$ cat config.mk
export PLATFORM = sky130hd
export DESIGN_NAME = seq_detector_flat
export DESIGN_NICKNAME = d
export VERILOG_FILES = /design/src/rtl/seq_detector_if.sv /design/src/rtl/seq_detector.sv /design/src/flat_wrapper.sv
export SDC_FILE = /design/constraint.sdc
export NUM_CORES = 1
export LEC_CHECK = 0
export CORE_MARGIN = 2
export CORE_UTILIZATION = 30
export DETAILED_ROUTE_END_ITERATION = 12
export HOLD_SLACK_MARGIN = 0.06
export PLACE_DENSITY_LB_ADDON = 0.05
export SKIP_LAST_GASP = 1
export SYNTH_ARGS = -nofsm -noshare
export SYNTH_HDL_FRONTEND = slang
export SYNTH_SLANG_ARGS = --single-unit
$ cat constraint.sdc
create_clock -name clock -period 2.8 [get_ports clock]
set_input_delay 0.84 -clock clock [delete_from_list [all_inputs] [get_ports clock]]
set_output_delay 0.84 -clock clock [all_outputs]
set_load 0.02 [all_outputs]
$ cat src/rtl/seq_detector_if.sv
`default_nettype none
// ============================================================================
// Module   : seq_detector_if
// Purpose  : Groups the configuration, serial-input and result signals of
//            seq_detector into one bundle.
// Ports    : (interface signals)
//            cfg_valid, cfg_pattern[PAT_W], cfg_len[clog2(PAT_W+1)],
//            cfg_overlap, clear, in_valid, in  -> driven by the master
//            out, match_count[CNT_W]           -> driven by the detector
// Modports : master (bit source / controller), slave (detector)
// Revision : 1.0 - initial release
// ============================================================================
interface seq_detector_if #(
    parameter int PAT_W = 4,
    parameter int CNT_W = 8
) ();
    localparam int LEN_W = $clog2(PAT_W + 1);

    logic             cfg_valid;
    logic [PAT_W-1:0] cfg_pattern;
    logic [LEN_W-1:0] cfg_len;
    logic             cfg_overlap;
    logic             clear;
    logic             in_valid;
    logic             in;
    logic             out;
    logic [CNT_W-1:0] match_count;

    modport master (
        output cfg_valid, cfg_pattern, cfg_len, cfg_overlap,
        output clear, in_valid, in,
        input  out, match_count
    );

    modport slave (
        input  cfg_valid, cfg_pattern, cfg_len, cfg_overlap,
        input  clear, in_valid, in,
        output out, match_count
    );
endinterface
`default_nettype wire

$ cat src/rtl/seq_detector.sv
`default_nettype none
// ============================================================================
// Module   : seq_detector
// Purpose  : Runtime-programmable serial bit-sequence detector with bubble
//            handling (in_valid), optional overlap and a saturating match
//            counter. Out of reset it behaves as an overlapping "101" detector.
// Ports    : clock  - rising-edge clock
//            reset  - asynchronous, active-high reset
//            bus    - seq_detector_if.slave (config, serial input, out,
//                     match_count)
//            debug_hist, debug_armed - only when SEQ_DET_DEBUG_EN is defined
// Options  : SEQ_DET_DEBUG_EN - exposes the history register and ARMED flag
// Revision : 1.0 - initial release
// ============================================================================
module seq_detector #(
    parameter int PAT_W = 4,
    parameter int CNT_W = 8
) (
    input  wire logic        clock,
    input  wire logic        reset,
    seq_detector_if.slave    bus
`ifdef SEQ_DET_DEBUG_EN
    ,
    output logic [PAT_W-1:0] debug_hist,
    output logic             debug_armed
`endif
);
    localparam int                 c_LEN_W   = $clog2(PAT_W + 1);
    localparam logic [c_LEN_W-1:0] c_PAT_LEN = c_LEN_W'(PAT_W);
    localparam logic [c_LEN_W-1:0] c_RST_LEN = c_LEN_W'(3);
    localparam logic [PAT_W-1:0]   c_RST_PAT = PAT_W'(3'b101);

    typedef enum logic [0:0] {
        ST_FILL  = 1'b0,
        ST_ARMED = 1'b1
    } state_t;

    state_t             r_state,  w_state_n;
    logic [PAT_W-1:0]   r_hist,   w_hist_n;
    logic [c_LEN_W-1:0] r_fill,   w_fill_n;
    logic [PAT_W-1:0]   r_pat,    w_pat_n;
    logic [c_LEN_W-1:0] r_len,    w_len_n;
    logic               r_ovl,    w_ovl_n;
    logic               r_out,    w_out_n;
    logic [CNT_W-1:0]   r_count,  w_count_n;

    logic [PAT_W-1:0]   w_mask;
    logic [PAT_W-1:0]   w_hist_shift;
    logic [c_LEN_W-1:0] w_fill_inc;
    logic [c_LEN_W-1:0] w_cfg_len;
    logic               w_accept;
    logic               w_match;

    // ------------------------------------------------------------------------
    // State register
    // ------------------------------------------------------------------------
    always_ff @(posedge clock or posedge reset) begin
        if (reset) begin
            r_state <= ST_FILL;
            r_hist  <= '0;
            r_fill  <= '0;
            r_pat   <= c_RST_PAT;
            r_len   <= c_RST_LEN;
            r_ovl   <= 1'b1;
            r_out   <= 1'b0;
            r_count <= '0;
        end else begin
            r_state <= w_state_n;
            r_hist  <= w_hist_n;
            r_fill  <= w_fill_n;
            r_pat   <= w_pat_n;
            r_len   <= w_len_n;
            r_ovl   <= w_ovl_n;
            r_out   <= w_out_n;
            r_count <= w_count_n;
        end
    end

    // ------------------------------------------------------------------------
    // Next-state and output logic
    // ------------------------------------------------------------------------
    always_comb begin
        w_hist_n  = r_hist;
        w_fill_n  = r_fill;
        w_pat_n   = r_pat;
        w_len_n   = r_len;
        w_ovl_n   = r_ovl;
        w_out_n   = 1'b0;
        w_count_n = r_count;
        w_state_n = r_state;

        // Low len bits select the active part of the pattern/history.
        w_mask = '0;
        for (int i = 0; i < PAT_W; i++) begin
            w_mask[i] = (i < int'(r_len));
        end

        w_hist_shift = {r_hist[PAT_W-2:0], bus.in};
        w_fill_inc   = (r_fill >= c_PAT_LEN) ? c_PAT_LEN : (r_fill + 1'b1);

        // A zero or oversized length means "use the full pattern width".
        w_cfg_len = ((bus.cfg_len == '0) || (bus.cfg_len > c_PAT_LEN)) ?
                    c_PAT_LEN : bus.cfg_len;

        w_accept = bus.in_valid && !bus.clear && !bus.cfg_valid;

        // In ARMED the fill test is already satisfied; in FILL the incoming
        // bit may be the one that completes the required length.
        w_match = w_accept &&
                  ((r_state == ST_ARMED) || (w_fill_inc >= r_len)) &&
                  ((w_hist_shift & w_mask) == (r_pat & w_mask));

        if (bus.clear) begin
            w_hist_n  = '0;
            w_fill_n  = '0;
            w_count_n = '0;
        end else if (bus.cfg_valid) begin
            w_pat_n  = bus.cfg_pattern;
            w_len_n  = w_cfg_len;
            w_ovl_n  = bus.cfg_overlap;
            w_hist_n = '0;
            w_fill_n = '0;
        end else if (bus.in_valid) begin
            w_hist_n = w_hist_shift;
            w_fill_n = w_fill_inc;
            if (w_match) begin
                w_out_n = 1'b1;
                if (r_count != '1) begin
                    w_count_n = r_count + 1'b1;
                end
                // Non-overlapping mode: the next match needs a fresh len bits.
                if (!r_ovl) begin
                    w_fill_n = '0;
                end
            end
        end

        w_state_n = (w_fill_n >= w_len_n) ? ST_ARMED : ST_FILL;
    end

    assign bus.out         = r_out;
    assign bus.match_count = r_count;

`ifdef SEQ_DET_DEBUG_EN
    assign debug_hist  = r_hist;
    assign debug_armed = (r_state == ST_ARMED);
`endif

endmodule
`default_nettype wire

$ cat src/flat_wrapper.sv
// flat-port wrapper written by rule: the top's interface ports become plain ports
module seq_detector_flat 
#(
    parameter int PAT_W = 4,
    parameter int CNT_W = 8
)
  (clock, reset, bus_cfg_valid, bus_cfg_pattern, bus_cfg_len, bus_cfg_overlap, bus_clear, bus_in_valid, bus_in, bus_out, bus_match_count);
  seq_detector_if #(.PAT_W(PAT_W), .CNT_W(CNT_W)) bus_i ();
  input  wire logic clock;
  input  wire logic reset;
  input wire logic [$bits(bus_i.cfg_valid)-1:0] bus_cfg_valid;
  input wire logic [$bits(bus_i.cfg_pattern)-1:0] bus_cfg_pattern;
  input wire logic [$bits(bus_i.cfg_len)-1:0] bus_cfg_len;
  input wire logic [$bits(bus_i.cfg_overlap)-1:0] bus_cfg_overlap;
  input wire logic [$bits(bus_i.clear)-1:0] bus_clear;
  input wire logic [$bits(bus_i.in_valid)-1:0] bus_in_valid;
  input wire logic [$bits(bus_i.in)-1:0] bus_in;
  output wire logic [$bits(bus_i.out)-1:0] bus_out;
  output wire logic [$bits(bus_i.match_count)-1:0] bus_match_count;
  assign bus_i.cfg_valid = bus_cfg_valid;
  assign bus_i.cfg_pattern = bus_cfg_pattern;
  assign bus_i.cfg_len = bus_cfg_len;
  assign bus_i.cfg_overlap = bus_cfg_overlap;
  assign bus_i.clear = bus_clear;
  assign bus_i.in_valid = bus_in_valid;
  assign bus_i.in = bus_in;
  assign bus_out = bus_i.out;
  assign bus_match_count = bus_i.match_count;
  seq_detector #(.PAT_W(PAT_W), .CNT_W(CNT_W)) u_core (.clock(clock), .reset(reset), .bus(bus_i));
endmodule
==> metrics.cfg <==
[hold_path]
hp-start = u_core.r_pat[1]$_DFFE_PP0P_
hold_end = u_core.r_pat[1]$_DFFE_PP0P_
hold_depth = 1
min_path_type = flop to flop

[critical_path]
r2r_cells = 12
cp_max_fo = 4
rr_endpoint = u_core.r_state$_DFF_PP0_
reg2reg_slack_ns = 0.07
worstSetupPathType = flop to flop
cp-end-kind = flop
arrival_ns = 2.89
worstReg2RegStart = u_core.r_fill[0]$_DFF_PP0_
cp.required_ns = 2.97
crit_path_start_kind = flop

[cts]
cts_hold_buffers = 0
cts_buffer_depth = 2
cts.sink_count = 24
cts.clk_slew.worst_paths_ns = 0.09
cts_tree = built
clock-root-buffer = clkbuf_8
htree_levels = 1
clock_latency_ns = 0.27
cts_inserted_buffers = 3

[route]
wl_per_cell_um = 13.8
viasPerCell = 5.12
ant_nets = 0
dr.first_iter.drc_count = 42
drc = 0
routed_wl_um = 3130
dr.pass1.iters = 4
via_count = 1156

[synthesis]
synth_edf_count = 0
ys_async_sr_fraction_pct = 100
ys.flop_type = dfrtp_1
syn_nets = 161
synth.most_common_cell = dfrtp_1
yosysTopAreaCellShare_pct = 34.2
synthCells = 137
synth_seq_cells = 24
synth_cell_types = 39
yosysTopAreaCell = dfrtp_1
yosysSeqAreaShare_pct = 43.6
synth_commonest_cells = 19 x dfrtp_1, 11 x nand2_1, 10 x ha_1
syn_area_mm2 = 0.00139
syn_area_per_cell_um2 = 10.2
yosysWarnings = 0
ys_top_cells_by_area = dfrtp_1 34%, dfstp_2 9.4%, ha_1 9.0%, mux2_2 4.0%, mux2i_1 3.6%

[power]
switching_share_pct = 25.9
p_sw_mw = 0.230
total_leakage_power_nw = 0.846
p_per_area_mw_per_mm2 = 470
p_int_mw = 0.659
ir_drop_mv = 0.173
p_seq_share_pct = 44.4
p_clk_share_pct = 35.2
p_total_mw = 0.889
combPwrFrac_pct = 20.4

[floorplan]
io_pins = 23
initial_core_util_pct = 31.5
fp-row-count = 24
core_region_area_mm2 = 0.00441
die_w_um = 72.1
fp.dieArea_mm2 = 0.00520
die_y_um = 72.1

[finish]
layout-drive-gt1-share_pct = 27.6
final-instance-count-excl-fill = 226
nets = 199
syn_to_final_growth_pct = 35.9
n_antenna_cell = 0

[sta]
worst_hold_slack_ns = 0.545
tightest_slew_ns = 0.335
setup_viol = 0
timing.fmax_ghz = 0.367
min_period_ns = 2.73
slew_headroom_pct = 77.5
setup_tns_ns = 0
fin_worst_skew_ns = 0.00650
finalHoldViolations = 0
maxSlewViolCount = 0
period_share_pct = 97.4
grt_setup_unrepaired = yes
fin_ws_ns = 0.0729

[placement]
dpl.cell_count = 221
place.gp.congestion = 0.803
post-place-ws_ns = -0.223
io_buffers = 22
place_hpwl_um = 2450

[grt]
grt_max_degree = 25
grt_pass1_vias = 1224
grt_antenna_before_repair = 0
grt_pass1_wl_um = 5380
track_usage_pct = 13.3
gr-total-overflow = 0

[flow_run]
cap_violations = 0

[status]
run_status = complete, no violations

power by group through the flow:
stage               sequential [mW]  combinational, mW  clock, mW
detailed placement            0.401              0.176          0
global route                  0.399              0.207      0.337
global placement              0.402              0.171          0
finish                        0.395              0.181      0.313
CTS                           0.395              0.177      0.324
floorplan                     0.397              0.115          0
cell usage in the layout (no fill, tap or decap), types with 2 or more instances in the layout:
master,Yosys,layout
clkdlybuf4s50_1,0,22
dfrtp_1,19,19
buf_4,0,17
nand2_1,11,11
inv_1,9,8
nand3_1,6,6
a21oi_1,6,6
ha_1,10,6
mux2i_1,5,5
mux2_2,5,5
dfstp_2,5,5
xor2_1,4,4
nor2_1,5,4
a21o_1,3,3
o21ai_0,3,3
nand4_1,3,3
o31ai_1,3,3
or4_1,3,3
or2_2,4,3
nand2b_1,3,3
clkbuf_8,0,3
nor2_2,1,2
o21a_1,2,2
o21ai_1,3,2
ha_4,0,2
ha_2,0,2
how the worst max path moves through the flow:
stage                     cells past startpoint                  endpoint  slack [ns]                        from
after floorplan                              14  u_core.r_state$_DFF_PP0_        0.02  u_core.r_fill[0]$_DFF_PP0_
after global placement                       10  u_core.r_state$_DFF_PP0_       -0.17                      bus_in
after detailed placement                     10  u_core.r_state$_DFF_PP0_       -0.22                      bus_in
after CTS                                    13  u_core.r_state$_DFF_PP0_        0.01  u_core.r_fill[0]$_DFF_PP0_
after global routing                         12  u_core.r_state$_DFF_PP0_       -0.05  u_core.r_fill[0]$_DFF_PP0_
final                                        12  u_core.r_state$_DFF_PP0_        0.07  u_core.r_fill[0]$_DFF_PP0_
metrics by stage:
stage | cell area [um2] | util, %
final | 1890 | 42.8
after global routing | 1890 | 42.8
after CTS | 1850 | 42.0
after detailed placement | 1780 | 40.3
after global placement | 1780 | 40.3
after floorplan | 1420 | -
worst max-delay path, stage by stage (launching register included):
cell and delay (ns):
dfrtp_1 0.43, ha_2 0.19, or2_4 0.24, ha_4 0.22, a211oi_2 0.24, o21ai_2 0.09
nand4_1 0.15, nor2_2 0.07, o32a_1 0.28, ha_1 0.26, nand2b_1 0.14, a21o_1 0.17
a21o_1 0.15
logic make-up after synthesis:
kind of cell,share of synthesized area [%]
simple gates,17.8
compound gates,14.2
flops,43.6
buf+inv,5.22
mux,7.64
fa+ha+maj,8.99
xor+xnor,2.52
metal layers:
metal	global-route usage, %	up-vias	part of all wire [%]
met4	6.50	0	2.1
met5	0	-	0
met2	23.3	26	51
met3	2.08	7	3.0
li1	-	565	-
met1	15.7	558	44
registers in the layout (all words and copies together) (netlist names):
| name | flops |
|---|---|
| u_core.r_fill | 3 |
| u_core.r_state | 1 |
| u_core.r_ovl | 1 |
| u_core.bus.out | 1 |
| u_core.bus.match_count | 8 |
| u_core.r_pat | 4 |
| u_core.r_hist | 3 |
| u_core.r_len | 3 |
layout make-up:
| type | count | area, um2 |
|---|---|---|
| fill | 427 | 2520 |
| multi-input combinational | 98 | 766 |
| sequential | 24 | 607 |
| timing repair buffer | 39 | 348 |
| tap | 52 | 65.1 |
| clock buffer | 3 | 41.3 |
| inverter | 9 | 33.8 |
| clock inverter | 1 | 30.0 |
what timing repair did:
item,in CTS,in global routing
endpoints found under the setup margin,0,1
gates resized for setup,0,7
setup buffers,0,1
No activity file was read; power rests on OpenSTA's default activity.
